File: src/rtl/rival_spawn_scheduler.sv
// Rival car spawn sequencer: round-robin slot choice, lane pick
// without repeats, frame-counted spawn gaps, speed ramp, crash halt.
module rival_spawn_scheduler #(
    parameter int          NUM_RIVALS     = 3,
    parameter int          NUM_LANES      = 3,
    parameter int          LANE_X0        = 200,
    parameter int          LANE_PITCH     = 80,
    parameter int          MIN_GAP_FRAMES = 30,
    parameter logic [7:0]  GAP_RAND_MASK  = 8'h1F,
    parameter int          LEVEL_FRAMES   = 600,
    parameter int          INIT_SPEED     = 1,
    parameter int          MAX_SPEED      = 8
) (
    input  logic                  clk,
    input  logic                  reset,
    input  logic                  frame_end,
    input  logic [7:0]            rnd,
    input  logic [NUM_RIVALS-1:0] slot_busy,
    input  logic                  collide_with_rival,
    input  logic                  restart,
    output logic [NUM_RIVALS-1:0] spawn,
    output logic [9:0]            spawn_x,
    output logic [3:0]            scroll_speed,
    output logic                  game_over
);

    localparam int LW = $clog2(LEVEL_FRAMES) + 1;

    typedef enum logic [1:0] {
        S_WAIT,
        S_PICK,
        S_ISSUE,
        S_HALT
    } state_t;

    state_t                r_state;
    logic [8:0]            r_gap;
    logic [LW-1:0]         r_level;
    logic [1:0]            r_rr;
    logic [1:0]            r_last;
    logic [1:0]            r_slot;
    logic [1:0]            r_lane;
    logic [NUM_RIVALS-1:0] r_spawn;
    logic [9:0]            r_x;
    logic [3:0]            r_speed;
    logic                  r_over;

    logic [2*NUM_RIVALS-1:0] w_busy2;
    logic [NUM_RIVALS-1:0]   w_rot;
    logic                    w_found;
    logic [1:0]              w_off;
    logic [2:0]              w_sum;
    logic [1:0]              w_slot;
    logic [1:0]              w_cand;
    logic [1:0]              w_lane;
    logic [1:0]              w_rr_nxt;
    logic [3:0]              w_speed_up;
    logic                    w_lvl_last;
    logic [9:0]              w_x;
    logic [8:0]              w_gap_load;
    logic [NUM_RIVALS-1:0]   w_onehot;

    // Rotate busy flags so bit 0 is the round-robin pointer slot.
    assign w_busy2 = {slot_busy, slot_busy};
    assign w_rot   = NUM_RIVALS'(w_busy2 >> r_rr);

    // First idle slot at or after the pointer, wrapping.
    always_comb begin
        w_found = 1'b0;
        w_off   = 2'd0;
        for (int k = NUM_RIVALS - 1; k >= 0; k--) begin
            if (!w_rot[k]) begin
                w_found = 1'b1;
                w_off   = 2'(k);
            end
        end
        w_sum = {1'b0, r_rr} + {1'b0, w_off};
        if (w_sum >= 3'(NUM_RIVALS)) begin
            w_sum = w_sum - 3'(NUM_RIVALS);
        end
        w_slot = w_sum[1:0];
    end

    // Lane from the random byte, bumped to the next lane on a repeat.
    always_comb begin
        w_cand = rnd[1:0];
        if ({1'b0, w_cand} >= 3'(NUM_LANES)) begin
            w_cand = w_cand - 2'(NUM_LANES);
        end
        w_lane = w_cand;
        if (w_cand == r_last) begin
            w_lane = (w_cand == 2'(NUM_LANES - 1)) ? 2'd0 : w_cand + 2'd1;
        end
    end

    assign w_rr_nxt   = (r_slot == 2'(NUM_RIVALS - 1)) ? 2'd0 : r_slot + 2'd1;
    assign w_speed_up = (r_speed >= 4'(MAX_SPEED)) ? 4'(MAX_SPEED)
                                                   : r_speed + 4'd1;
    assign w_lvl_last = (r_level == LW'(LEVEL_FRAMES - 1));
    assign w_x        = 10'(LANE_X0 + int'(r_lane) * LANE_PITCH);
    assign w_gap_load = 9'(MIN_GAP_FRAMES) + {1'b0, rnd & GAP_RAND_MASK};
    assign w_onehot   = {{(NUM_RIVALS-1){1'b0}}, 1'b1} << r_slot;

    // Scheduler FSM; r_speed is the visible speed and reads 0 in HALT.
    always_ff @(posedge clk) begin
        if (!reset) begin
            r_state <= S_WAIT;
            r_gap   <= 9'(MIN_GAP_FRAMES);
            r_level <= '0;
            r_rr    <= 2'd0;
            r_last  <= 2'(NUM_LANES - 1);
            r_slot  <= 2'd0;
            r_lane  <= 2'd0;
            r_spawn <= '0;
            r_x     <= 10'(LANE_X0);
            r_speed <= 4'(INIT_SPEED);
            r_over  <= 1'b0;
        end else begin
            r_spawn <= '0;
            if (r_state != S_HALT && collide_with_rival) begin
                r_state <= S_HALT;
                r_speed <= 4'd0;
                r_over  <= 1'b1;
            end else begin
                if (r_state != S_HALT && frame_end) begin
                    if (w_lvl_last) begin
                        r_level <= '0;
                        r_speed <= w_speed_up;
                    end else begin
                        r_level <= r_level + 1'b1;
                    end
                end
                unique case (r_state)
                    S_WAIT: begin
                        if (r_gap == 9'd0) begin
                            r_state <= S_PICK;
                        end else if (frame_end) begin
                            r_gap <= r_gap - 9'd1;
                        end
                    end
                    S_PICK: begin
                        if (!w_found) begin
                            r_gap   <= 9'd1;
                            r_state <= S_WAIT;
                        end else begin
                            r_slot  <= w_slot;
                            r_lane  <= w_lane;
                            r_state <= S_ISSUE;
                        end
                    end
                    S_ISSUE: begin
                        r_spawn <= w_onehot;
                        r_x     <= w_x;
                        r_rr    <= w_rr_nxt;
                        r_last  <= r_lane;
                        r_gap   <= w_gap_load;
                        r_state <= S_WAIT;
                    end
                    S_HALT: begin
                        if (restart) begin
                            r_state <= S_WAIT;
                            r_gap   <= 9'(MIN_GAP_FRAMES);
                            r_level <= '0;
                            r_speed <= 4'(INIT_SPEED);
                            r_over  <= 1'b0;
                        end
                    end
                endcase
            end
        end
    end

    assign spawn        = r_spawn;
    assign spawn_x      = r_x;
    assign scroll_speed = r_speed;
    assign game_over    = r_over;

endmodule

File: config.mk
export PLATFORM = sky130hd
export DESIGN_NAME = rival_spawn_scheduler
export DESIGN_NICKNAME = d
export VERILOG_FILES = /design/src/rtl/rival_spawn_scheduler.sv
export SDC_FILE = /design/constraint.sdc
export NUM_CORES = 1
export LEC_CHECK = 0
export BUFFER_PORTS_ARGS = -buffer_cell sky130_fd_sc_hd__buf_4
export CAP_MARGIN = 5
export CORE_MARGIN = 10
export CORE_UTILIZATION = 45
export CTS_BUF_LIST = sky130_fd_sc_hd__clkbuf_16
export CTS_CLUSTER_SIZE = 25
export DETAILED_ROUTE_END_ITERATION = 7
export SETUP_SLACK_MARGIN = 0.3
export SLEW_MARGIN = 5
export SYNTH_ARGS = -nofsm -noshare
export SYNTH_HDL_FRONTEND = slang
export SYNTH_SLANG_ARGS = --single-unit
File: constraint.sdc
create_clock -name clk -period 2.7 [get_ports clk]
set_input_delay 0.135 -clock clk [delete_from_list [all_inputs] [get_ports clk]]
set_output_delay 0.135 -clock clk [all_outputs]
set_load 0.02 [all_outputs]
# --- Word-level counts from Yosys, hierarchy flattened ---
# Cells that the tools add are included.
totals:
  out_inout_bits: 18
  regBits: 48
  wordCells: 92
  inputBits: 16
classes:
  n_mul: 1
  n_reduce_logical: 13
  n_eq_ne: 14
  n_bitwise: 3
  n_lt_le_gt_ge: 3
  shift: 2
  muxes: 34
  addsub: 10
ops:
  columns: ["operator", "n"]
  rows:
  - ["two-way mux 11 bit", 4]
  - ["two-way mux 9 bit", 4]
  - ["case mux 9 bit (4 select lines)", 1]
  - ["two-way mux 2 bit", 12]
  - ["two-way mux 4 bit", 5]
  - ["adder 11 x 1 -> 11 bit, second input constant", 1]
  - ["== test 11 x 10 -> 1 bit, second input constant", 1]
  - ["adder 8 x 9 -> 10 bit, first input constant", 1]
  - ["inequality test 2 bit, second input constant", 5]
  - ["zero test 9 bit", 1]
  - ["subtractor 9 x 1 -> 9 bit, second input constant", 1]
  - ["== test 2 bit, second input constant", 4]
  - ["case mux 2 bit (4 select lines)", 1]
  - ["two-way mux 1 bit", 7]
  - ["adder 5 x 5 -> 6 bit, first input constant", 1]
  - ["inequality test 3 bit, second input constant", 2]
  - ["AND reduction 2 bit", 3]
  - ["right shift 6 x 2 -> 3 bit", 1]
  - ["multiplier 2 x 3 -> 5 bit, second input constant", 1]
  - ["AND reduction 5 bit", 1]
  - ["adder 2 x 1 -> 2 bit, second input constant", 2]
  - ["adder 4 x 1 -> 4 bit, second input constant", 1]
  - ["greater-or-equal comparator 4 bit, second input constant", 1]
  - ["nonzero test 2 bit", 2]
  - ["13 further kinds", 17]

# --- Longest topological paths before layout ---
# Gate-level depths: netlist (run 1).
logic_depth:
  ltp_word: 7
  depth_mapped: 13
  depth_no_buf: 13

# --- Worst setup path before layout (run 1) ---
# Ideal clock, no wire load.
synth_timing:
  path_kind: "register to register"
  from: "reg r_rr[0]"
  to: "reg r_slot[0]"
  slack_ps: 339
  path_stages_with_launch: 12
  arrival_ps: 2245
  n_path_buf: 0
  setup_time_ps: 116
  synth_period_minus_slack_ps: 2361
  cell_sequence: "dfxtp_1 -> mux2_2 -> a21oi_1 -> ha_1 -> inv_1 -> fa_1 -> inv_1 -> ha_1 -> nor3b_1 -> a21oi_1 -> mux2i_1 -> nor2b_1"
synth_between:
  elab_chain_cells: 7
synth_lines:
  columns: ["item", "line_no", "source"]
  rows:
  - ["from (decl)", "39", "logic [1:0] r_rr;"]
  - ["from (signal assigned)", "154", "r_rr <= w_rr_nxt;"]
  - ["right shift 6 x 2 -> 3 bit", "65", "assign w_rot = NUM_RIVALS'(w_busy2 >> r_rr);"]
  - ["two-way mux 2 bit (3 in a row)", "72", "if (!w_rot[k]) begin"]
  - ["adder 2 x 2 -> 3 bit", "77", "w_sum = {1'b0, r_rr} + {1'b0, w_off};"]
  - ["greater-or-equal comparator 3 x 2 -> 1 bit", "78", "if (w_sum >= 3'(NUM_RIVALS)) begin"]
  - ["two-way mux 2 bit", "78", null]
  - ["to (signal assigned)", "146", "r_slot <= w_slot;"]
  - ["to (decl)", "41", "logic [1:0] r_slot;"]
# Several ways; a longest one is shown, not always the timed one.
# A chain may end at the register's enable or synchronous reset.

# --- Worst setup path after layout (run 1) ---
# Same ends and word-level chain as after synthesis.

==> results of run 1 <==
## layer usage
metal / part of all wire / vias to the layer above / GRT usage / wire length, µm
li1: - / 1101 / - / -
met1: 0.46 / 996 / 0.152 / 2520
met2: 0.49 / 45 / 0.215 / 2650
met3: 0.043 / 6 / 0.0272 / 233
met4: 0.010 / 0 / 0.0405 / 57
met5: 0 / - / 0 / 0
## path summary, 6_finish.rpt
kind / endpoint / slack, ps / cells past startpoint
worst max register to register: r_slot[0] / 370 / 11
worst min-delay path: spawn_x[6] / 200 / 2
worst max-delay path: r_slot[0] / 370 / 11
worst min register to register: spawn_x[7] / 480 / 2
## power by group through the flow
stage	sequential [mW]	combinational (mW)	clock (mW)
2_1_floorplan	0.684	0.157	0
3_3_place_gp	0.686	0.219	0
3_5_place_dp	0.686	0.220	0
4_1_cts	0.672	0.223	0.689
5_1_grt	0.676	0.258	0.711
6_report	0.672	0.228	0.675
## kinds of logic after synthesis
logic type / after synthesis
AND/OR/NAND/NOR: 112
AO/OA/AOI/OAI: 80
flip-flops: 42
buffers and inverters: 26
adder cells (fa/ha/maj): 13
multiplexers: 7
XOR/XNOR: 5
other: 2
## metrics by stage
step / hold slack [ps] / total power, mW
finish: 202 / 1.58
floorplan: 337 / 0.841
global placement: 466 / 0.905
detailed placement: 475 / 0.907
global route: 219 / 1.65
CTS: 205 / 1.58
## final cells by class
type,instances,share of cell area
multi-input combinational,222,0.524
sequential,42,0.291
timing repair buffer,32,0.0827
clock buffer,5,0.0430
tap,70,0.0301
inverter,12,0.0155
clock inverter,3,0.0142
## timing repair
action / in CTS / in global routing
resized for setup: 3 / 4
pin swaps: 0 / 3
setup endpoints to repair: 2 / 2
buffers inserted: 0 / 1
## registers in the layout, indices dropped and copies added (netlist names)
register / flops
r_gap: 9
r_slot: 2
r_lane: 2
r_rr: 2
spawn: 3
r_level: 11
game_over: 1
r_last: 2
scroll_speed: 4
spawn_x: 4
r_state: 2
## synth_stat cells, drive strengths merged, types with 5 or more instances
master	count
a21boi	9
a21oi	16
a31oi	9
and3	5
buf	7
clkbuf	7
dfxtp	42
ha	12
inv	12
mux2i	6
nand2	23
nand2b	8
nand3	7
nor2	21
nor3	8
nor3b	8
o211ai	5
o21ai	15
xor2	5
==> summary.md, run 1 <==
| Metric | Value |
|---|---|
| Commonest non-fill, non-tap cell in the layout | `dfxtp_1` |
| Number of synthesized flops with an enable pin | `0` |
| Syn-to-layout area delta | `18.3%` |
| Global-route wire length before repair | `9270 µm` |
| Critical R2R Launch | `r_rr[0]` |
| Die height | `93.9 µm` |
| Synth Flop Type | `dfxtp_1` |
| Final Skew | `6.08 ps` |
| Storage element area | `845 µm²` |
| CTS tree | `done` |
| Post-CTS Hold Fix Bufs | `0` |
| Area fraction of the dominant cell type after synthesis | `0.342` |
| Global placement routability congestion | `0.804` |
| Sw frac | `0.255` |
| Sequential fraction of the synthesis area | `0.342` |
| Fin Setup TNS | `0 ps` |
| Worst slack after detailed placement | `177 ps` |
| Multi-input logic area | `1520 µm²` |
| Via Count | `2148` |
| HP Start | `reset` |
| Syn Std Cell Area | `2460 µm²` |
| Min Clock Period, post-route | `2330 ps` |
| Xor and xnor area share after synthesis | `0.0178` |
| Area contributors post-synth | `dfxtp_1 (34%), ha_1 (6.1%), nand2_1 (3.5%), a21oi_1 (3.3%), nor2_1 (3.1%)` |
| Commonest non-fill, non-tap cells in the layout | `dfxtp_1 (41), buf_4 (32), nand2_1 (23), nor2_1 (20), a21oi_1 (14)` |
| Antenna Nets Post-Route | `0` |
| H-tree Lvls | `2` |
| Final Hold Viols | `0` |
| Clock share of power | `0.429` |
| Maxcap violations | `0` |
| FF+latch count, synth | `42` |
| Hold WC Path Type | `input pin to register` |
| # rows | `26` |
| Synth async-reset ratio | `0` |
| Layout cells sized above 1 | `0.187` |
| Status | `finished clean` |
| CP max-delay cell | `fa_1` |
| Max IR drop VDD | `260 µV` |
| Int Pwr | `1.17 mW` |
| Slowest stage delay, CP | `500 ps` |
| RSZ-0062 raised after global routing | `yes` |
| Clock sinks | `42` |
| Leak | `1.17 nW` |
| Total Routing Usage GR | `0.126` |
| Maximum clock frequency | `429 MHz` |
| Die X | `93.9 µm` |
| Num CTS Buffers | `5` |
| Core area | `5200 µm²` |
| Main combinational cell family by area after synthesis | `simple AND/OR/NAND/NOR gates` |
| Mean Syn Cell Area | `8.56 µm²` |
| Max-slew violations | `0` |
| Total gr overflow | `0` |
| Simple-gate area share of the yosys netlist | `0.268` |
| Final core occ | `0.558` |
| Finished Cell Area | `2910 µm²` |
| Post-Layout Cell Count | `386` |
| Clk root buf | `clkbuf_16` |
| Wirelength, routed | `5460 µm` |
| Area share of fa/ha/maj cells after synthesis | `0.0693` |
| Post-route DRC violation count | `0` |
| Slew @ Worst Pin | `570 ps` |
| Vias in the first global route | `2033` |
| Setup ws final | `367 ps` |
| Starting DRT DRC Count | `68` |
| Leading area contributor after synthesis | `dfxtp_1` |
| DR WL/cell | `14.1 µm` |
| Power per cell area | `542 nW/µm²` |
| Initial antenna violation count | `0` |
| Largest net degree at the start of global routing | `34` |
| CTS Buffer Depth | `2` |
| NetSw | `0.401 mW` |
| Die area | `8810 µm²` |
| Crit-path max FO | `7` |
| Worst setup EP type | `register` |
| Relative slew slack | `0.617` |
| Netlist cell types | `61` |
| Crit path buffers/inverters | `2` |
| Compound-cell area share of the yosys netlist | `0.221` |
| Clock transition at path regs | `60 ps` |
| Setup violation total in the final timing report | `0` |
| Final period util | `0.864` |
| Cell Area, Placed | `2710 µm²` |
| Vias per cell | `5.56` |
| Number of iterations in the first detailed-routing pass | `4` |
| Startpoint type of the worst setup path | `register` |
| Number of placed I/O pins | `34` |
| Hpwl dp | `4010 µm` |
| Cell Chain, Critical Path | `mux2_2, a21oi_2, ha_2, inv_1, fa_1, inv_1, ha_2, nand3b_1, a21oi_2, mux2i_1, nor2b_1` |
| Sequential power share | `0.427` |
| Part of the power in combinational logic | `0.145` |
| Initial Util | `0.472` |
| Synth Instances | `287` |
| Layout Nets | `344` |
| Crit path max-delay family | `adder cells` |
| Critical path class | `register to register` |
| Antenna diodes | `0` |
| YS warnings | `0` |
| Fillers | `514` |
| Port Buf Inserts | `25` |
| Crit. Startpoint | `r_rr[0]` |
| Required @ worst endpoint | `2920 ps` |
| Clock Latency Late Sink | `280 ps` |
| WP data arrival | `2550 ps` |
| Mux cell area share after synthesis | `0.0290` |
| Placed cells | `377` |
No activity file was read; power rests on OpenSTA's default activity.
==> inputs of run 2 (changes only) <==
==> constraint.sdc (replaced) <==
create_clock -name clk -period 2.8 [get_ports clk]
set_input_delay 0.14 -clock clk [delete_from_list [all_inputs] [get_ports clk]]
set_output_delay 0.14 -clock clk [all_outputs]
set_load 0.02 [all_outputs]
==> run 2 against run 1 <==
  * Critical path depth is the same
  * Final area is the same
  * Via count is 1.3% lower
  * Sequential power shrank 3.6%
  * Combinational power shrank 3%
  * Core utilization stayed put
  * Sequential share of layout area did not move
  * Fmax shrank 2.4%
  * Clock skew is essentially flat
  * Global-route usage up 0.21 points
  * Largest cell class unchanged
  * Highest routed layer unchanged
==> summary.md, run 2 (synthesis results as in run 1) <==
| Metric | Value |
|---|---|
| Status | `finished clean (unchanged)` |
| Fin Setup TNS | `0 ps (unchanged)` |
| Layout cells sized above 1 | `0.187 (unchanged)` |
| Fillers | `504 (was 514)` |
| Regs by FF count | `r_level: 11 flops, r_gap: 9 flops (unchanged)` |
| Critical R2R Launch | `r_rr[0] (unchanged)` |
| Global placement routability congestion | `0.833 (was 0.804)` |
| Cells on Worst Hold Path | `2 (unchanged)` |
| Max-slew violations | `0 (unchanged)` |
| WP data arrival | `2610 ps (was 2550 ps)` |
| CTS tree | `done (unchanged)` |
| RSZ-0062 raised after global routing | `yes (unchanged)` |
| Finished Cell Area | `2910 µm² (unchanged)` |
| Total gr overflow | `0 (unchanged)` |
| Relative slew slack | `0.441 (was 0.617)` |
| Layout Nets | `344 (unchanged)` |
| Setup violation total in the final timing report | `0 (unchanged)` |
| Initial antenna violation count | `0 (unchanged)` |
| Multi-input logic area | `1520 µm² (unchanged)` |
| Final period util | `0.854 (was 0.864)` |
| Final core occ | `0.558 (unchanged)` |
| Post-route DRC violation count | `0 (unchanged)` |
| # rows | `26 (unchanged)` |
| Final Skew | `5.73 ps (was 6.08 ps)` |
| Syn-to-layout area delta | `18.3% (unchanged)` |
| FF-to-FF path depth | `11 (unchanged)` |
| Worst setup EP type | `register (unchanged)` |
| Min Clock Period, post-route | `2390 ps (was 2330 ps)` |
| Largest net degree at the start of global routing | `34 (unchanged)` |
| Die area | `8810 µm² (unchanged)` |
| Clock sinks | `42 (unchanged)` |
| Clk root buf | `clkbuf_16 (unchanged)` |
| Slew @ Worst Pin | `831 ps (was 570 ps)` |
| Cell Area, Placed | `2700 µm² (was 2710 µm²)` |
| Reg2reg end | `r_slot[0] (unchanged)` |
| Pwr Total | `1.52 mW (was 1.58 mW)` |
| Largest register FFs | `11 (unchanged)` |
| Via Count | `2121 (was 2148)` |
| HP Start | `reset (unchanged)` |
| Number of iterations in the first detailed-routing pass | `4 (unchanged)` |
| DR WL/cell | `14.4 µm (was 14.1 µm)` |
| Global-route wire length before repair | `9340 µm (was 9270 µm)` |
| Core area | `5200 µm² (unchanged)` |
| Antenna Nets Post-Route | `0 (unchanged)` |
| Wirelength, routed | `5550 µm (was 5460 µm)` |
| Power per cell area | `522 nW/µm² (was 542 nW/µm²)` |
| Required @ worst endpoint | `3020 ps (was 2920 ps)` |
| Storage element area | `845 µm² (unchanged)` |
| Hpwl dp | `4070 µm (was 4010 µm)` |
| Antenna diodes | `0 (unchanged)` |
| Die X | `93.9 µm (unchanged)` |
| H-tree Lvls | `2 (unchanged)` |
| Hold endpoint | `spawn_x[6] (unchanged)` |
| Leak | `1.17 nW (about the same)` |
| Max IR drop VDD | `234 µV (was 260 µV)` |
| Crit-path max FO | `7 (unchanged)` |
| Maximum clock frequency | `418 MHz (was 429 MHz)` |
| Critical path class | `register to register (unchanged)` |
| Total Routing Usage GR | `0.128 (was 0.126)` |
| Initial Util | `0.472 (unchanged)` |
| Commonest non-fill, non-tap cells in the layout | `dfxtp_1 (41), buf_4 (32), nand2_1 (23), nor2_1 (20), a21oi_1 (15) (was dfxtp_1 (41), buf_4 (32), nand2_1 (23), nor2_1 (20), a21oi_1 (14))` |
| Reg2reg setup slack | `410 ps (was 370 ps)` |
| Hold WC Path Type | `input pin to register (unchanged)` |
| Clock Latency Late Sink | `280 ps (about the same)` |
| Number of placed I/O pins | `34 (unchanged)` |
| Biggest register | `r_level (unchanged)` |
| Commonest non-fill, non-tap cell in the layout | `dfxtp_1 (unchanged)` |
| Startpoint type of the worst setup path | `register (unchanged)` |
| Maxcap violations | `0 (unchanged)` |
| Die height | `93.9 µm (unchanged)` |
| Vias per cell | `5.49 (was 5.56)` |
| Num CTS Buffers | `5 (unchanged)` |
| Starting DRT DRC Count | `90 (was 68)` |
| Final Hold Viols | `0 (unchanged)` |
| Vias in the first global route | `2086 (was 2033)` |
| CTS Buffer Depth | `2 (unchanged)` |
| Clock transition at path regs | `60 ps (about the same)` |
| Port Buf Inserts | `25 (unchanged)` |
| Post-CTS Hold Fix Bufs | `0 (unchanged)` |
-- run 2: what timing repair did --
item                                    in CTS  in global routing
pin swaps                                    0                  4
gates resized for setup                      1                  7
setup buffers                                0                  3
endpoints found under the setup margin       2                  2
-- run 2: worst max path at each step --
| stage | startpoint | endpoint | slack, ps | depth (start not counted) |
|---|---|---|---|---|
| CTS | r_rr[0] | r_slot[1] | 330 | 10 |
| detailed placement | r_rr[0] | r_slot[1] | 250 | 10 |
| global placement | r_rr[0] | r_slot[1] | 300 | 10 |
| global route | r_rr[0] | r_slot[0] | 250 | 11 |
| finish | r_rr[0] | r_slot[0] | 410 | 11 |
| floorplan | r_rr[0] | r_slot[0] | 440 | 11 |
-- run 2: stage by stage --
stage               setup slack (ps)  hold WS [ps]  std cells
detailed placement               254           469        375
global placement                 295           460        375
finish                           409           198        386
floorplan                        439           342        290
CTS                              327           196        383
global route                     252           223        386
-- run 2: final cells by class --
cell class / instances / share of cell area
well taps: 70 / 0.0301
multi-input cells: 222 / 0.524
repair buffers: 32 / 0.0827
inverters: 12 / 0.0155
flip-flops and latches: 42 / 0.291
clock buffers: 5 / 0.0430
clock inverters: 3 / 0.0142
-- run 2: routing by layer --
metal	vias to the layer above	share of wire	global-route usage
li1	1107	-	-
met1	977	0.47	0.151
met2	31	0.48	0.215
met3	6	0.033	0.0320
met4	0	0.011	0.0506
met5	-	0	0
-- run 2: power by group --
part / switching [mW] / internal, mW
registers: 0.0268 / 0.621
clock network: 0.229 / 0.417
logic: 0.126 / 0.0953
-- run 2: worst max-delay path, stage by stage, from the launching register on --
cell and delay, ps:
dfxtp_4 380, mux2_4 310, a21oi_2 120, ha_2 180
inv_2 40, fa_1 550, inv_1 50, ha_2 170
nand3b_1 170, a21oi_1 150, mux2i_1 90, nor2b_1 120
==> inputs of run 3 (changes only) <==
--- a/config.mk
+++ b/config.mk
@@ -12,6 +12,7 @@
 export CTS_BUF_LIST = sky130_fd_sc_hd__clkbuf_16
 export CTS_CLUSTER_SIZE = 25
 export DETAILED_ROUTE_END_ITERATION = 7
+export RECOVER_POWER = 100
 export SETUP_SLACK_MARGIN = 0.3
 export SLEW_MARGIN = 5
 export SYNTH_ARGS = -nofsm -noshare
==> run 3 against run 2 <==
  * Final cell count unchanged
  * Sequential power about the same
  * Core utilization down 1.3 points
  * Hold slack better by 1.3 ps
  * Clock-buffer cell count unchanged
  * Final area down 2.4%
  * Critical path type unchanged
  * Sequential share of layout area up 0.72 points
  * Global-route usage unchanged
==> summary.md, run 3 (synthesis results as in run 1) <==
| Metric | Value |
|---|---|
| Final Hold Viols | `0 (unchanged)` |
| Port Buf Inserts | `25 (unchanged)` |
| Global placement routability congestion | `0.833 (unchanged)` |
| HP Start | `reset (unchanged)` |
| Hold WC Path Type | `input pin to register (unchanged)` |
| Startpoint type of the worst setup path | `register (unchanged)` |
| # rows | `26 (unchanged)` |
| Starting DRT DRC Count | `94 (was 90)` |
| RSZ-0062 raised after global routing | `yes (unchanged)` |
| Number of iterations in the first detailed-routing pass | `4 (unchanged)` |
| Hold endpoint | `spawn_x[6] (unchanged)` |
| Maxcap violations | `0 (unchanged)` |
| Initial antenna violation count | `0 (unchanged)` |
| Slowest stage delay, CP | `550 ps (about the same)` |
| Die X | `93.9 µm (unchanged)` |
| DR WL/cell | `14.4 µm (about the same)` |
| Power per cell area | `531 nW/µm² (was 522 nW/µm²)` |
| Worst setup EP type | `register (unchanged)` |
| Wirelength, routed | `5580 µm (was 5550 µm)` |
| Slew @ Worst Pin | `856 ps (was 831 ps)` |
| Clock transition at path regs | `60 ps (about the same)` |
| Total gr overflow | `0 (unchanged)` |
| Final period util | `0.880 (was 0.854)` |
| Max-slew violations | `0 (unchanged)` |
| Layout cells sized above 1 | `0.130 (was 0.187)` |
| Global-route wire length before repair | `9340 µm (unchanged)` |
| Post-route DRC violation count | `0 (unchanged)` |
| Crit-path max FO | `7 (unchanged)` |
| Hpwl dp | `4070 µm (unchanged)` |
| Cell Chain, Critical Path | `mux2_4, a21oi_2, ha_2, inv_2, fa_1, inv_1, ha_2, nor3b_1, o211ai_1, a21boi_0 (was mux2_4, a21oi_2, ha_2, inv_2, fa_1, inv_1, ha_2, nand3b_1, a21oi_1, mux2i_1, nor2b_1)` |
| Biggest register | `r_level (unchanged)` |
| Die area | `8810 µm² (unchanged)` |
| Syn-to-layout area delta | `15.5% (was 18.3%)` |
| Core area | `5200 µm² (unchanged)` |
| Cells on Worst Hold Path | `2 (unchanged)` |
| Clock Latency Late Sink | `280 ps (about the same)` |
| Required @ worst endpoint | `3010 ps (was 3020 ps)` |
| Status | `finished clean (unchanged)` |
| Setup violation total in the final timing report | `0 (unchanged)` |
| Reg2reg setup slack | `340 ps (was 410 ps)` |
| CTS tree | `done (unchanged)` |
| Layout Nets | `344 (unchanged)` |
| Placed cells | `375 (unchanged)` |
| Commonest non-fill, non-tap cell in the layout | `dfxtp_1 (unchanged)` |
| Vias per cell | `5.55 (was 5.49)` |
| Via Count | `2143 (was 2121)` |
| H-tree Lvls | `2 (unchanged)` |
| Initial Util | `0.472 (unchanged)` |
| FF-to-FF path depth | `10 (was 11)` |
| Largest register FFs | `11 (unchanged)` |
| Critical path class | `register to register (unchanged)` |
| Final Skew | `5.31 ps (was 5.73 ps)` |
| Total Routing Usage GR | `0.128 (unchanged)` |
| Reg2reg end | `r_slot[1] (was r_slot[0])` |
| Critical R2R Launch | `r_rr[0] (unchanged)` |
| Num CTS Buffers | `5 (unchanged)` |
| Crit path buffers/inverters | `2 (unchanged)` |
| WP data arrival | `2670 ps (was 2610 ps)` |
| Die height | `93.9 µm (unchanged)` |
| Largest net degree at the start of global routing | `34 (unchanged)` |
| Maximum clock frequency | `406 MHz (was 418 MHz)` |
| Regs by FF count | `r_level: 11 flops, r_gap: 9 flops (unchanged)` |
| Commonest non-fill, non-tap cells in the layout | `dfxtp_1 (41), nand2_1 (23), nor2_1 (20), buf_4 (17) (was dfxtp_1 (41), buf_4 (32), nand2_1 (23), nor2_1 (20), a21oi_1 (15))` |
| Crit path max-delay family | `adder cells (unchanged)` |
| Clock sinks | `42 (unchanged)` |
| CP most frequent cell | `ha_2 (unchanged)` |
| Number of placed I/O pins | `34 (unchanged)` |
| Relative slew slack | `0.424 (was 0.441)` |
| Post-Layout Cell Count | `386 (unchanged)` |
| Fin Setup TNS | `0 ps (unchanged)` |
| Min Clock Period, post-route | `2460 ps (was 2390 ps)` |
| Antenna Nets Post-Route | `0 (unchanged)` |
| Clk root buf | `clkbuf_16 (unchanged)` |
| CTS Buffer Depth | `2 (unchanged)` |
| Antenna diodes | `0 (unchanged)` |
| Max IR drop VDD | `233 µV (was 234 µV)` |
| Leak | `1.10 nW (was 1.17 nW)` |
| CP max-delay cell | `fa_1 (unchanged)` |
| Vias in the first global route | `2086 (unchanged)` |
## run 3: layer usage
metal,vias to the layer above,routed length (µm),global-route usage
met3,7,187,0.0320
met4,0,74,0.0506
met5,-,0,0
met2,33,2690,0.215
met1,995,2620,0.151
li1,1108,-,-
## run 3: power breakdown
| group | internal (mW) | total [mW] | switching [mW] | leakage (nW) |
|---|---|---|---|---|
| Combinational | 0.0876 | 0.214 | 0.126 | 0.681 |
| Sequential | 0.621 | 0.648 | 0.0266 | 0.343 |
| Clock | 0.417 | 0.644 | 0.227 | 0.0812 |
| Total | 1.13 | 1.51 | 0.380 | 1.10 |
## run 3: through the flow
| step | cell area [µm²] | hold WS [ps] | worst slack, ps | util | total power, mW |
|---|---|---|---|---|---|
| 3_3_place_gp | 2700 | 460 | 295 | 0.518 | 0.872 |
| 5_1_grt | 2840 | 224 | 140 | 0.545 | 1.58 |
| 3_5_place_dp | 2700 | 469 | 254 | 0.518 | 0.875 |
| 6_report | 2840 | 199 | 336 | 0.545 | 1.51 |
| 4_1_cts | 2860 | 196 | 327 | 0.550 | 1.53 |
| 2_1_floorplan | 2470 | 342 | 439 | - | 0.811 |
## run 3: final cells by class
cell class | instances | area, µm²
clock buffer | 5 | 125
timing repair buffer | 32 | 184
clock inverter | 3 | 41.3
tap | 70 | 87.6
fill | 514 | 2370
sequential | 42 | 845
inverter | 12 | 45.0
multi-input combinational | 222 | 1510
## run 3: worst max path at each step
stage,from,endpoint,slack (ps),cells past startpoint
floorplan,r_rr[0],r_slot[0],440,11
global placement,r_rr[0],r_slot[1],300,10
detailed placement,r_rr[0],r_slot[1],250,10
CTS,r_rr[0],r_slot[1],330,10
global route,r_rr[0],r_slot[1],140,10
finish,r_rr[0],r_slot[1],340,10
## run 3: timing repair
| action | in CTS | in global routing |
|---|---|---|
| setup endpoints to repair | 2 | 2 |
| hold endpoints to repair | 0 | 0 |
| buffers inserted | 0 | 3 |
| gates resized for setup | 1 | 7 |
| pin swaps | 0 | 4 |
| hold buffers | 0 | 0 |
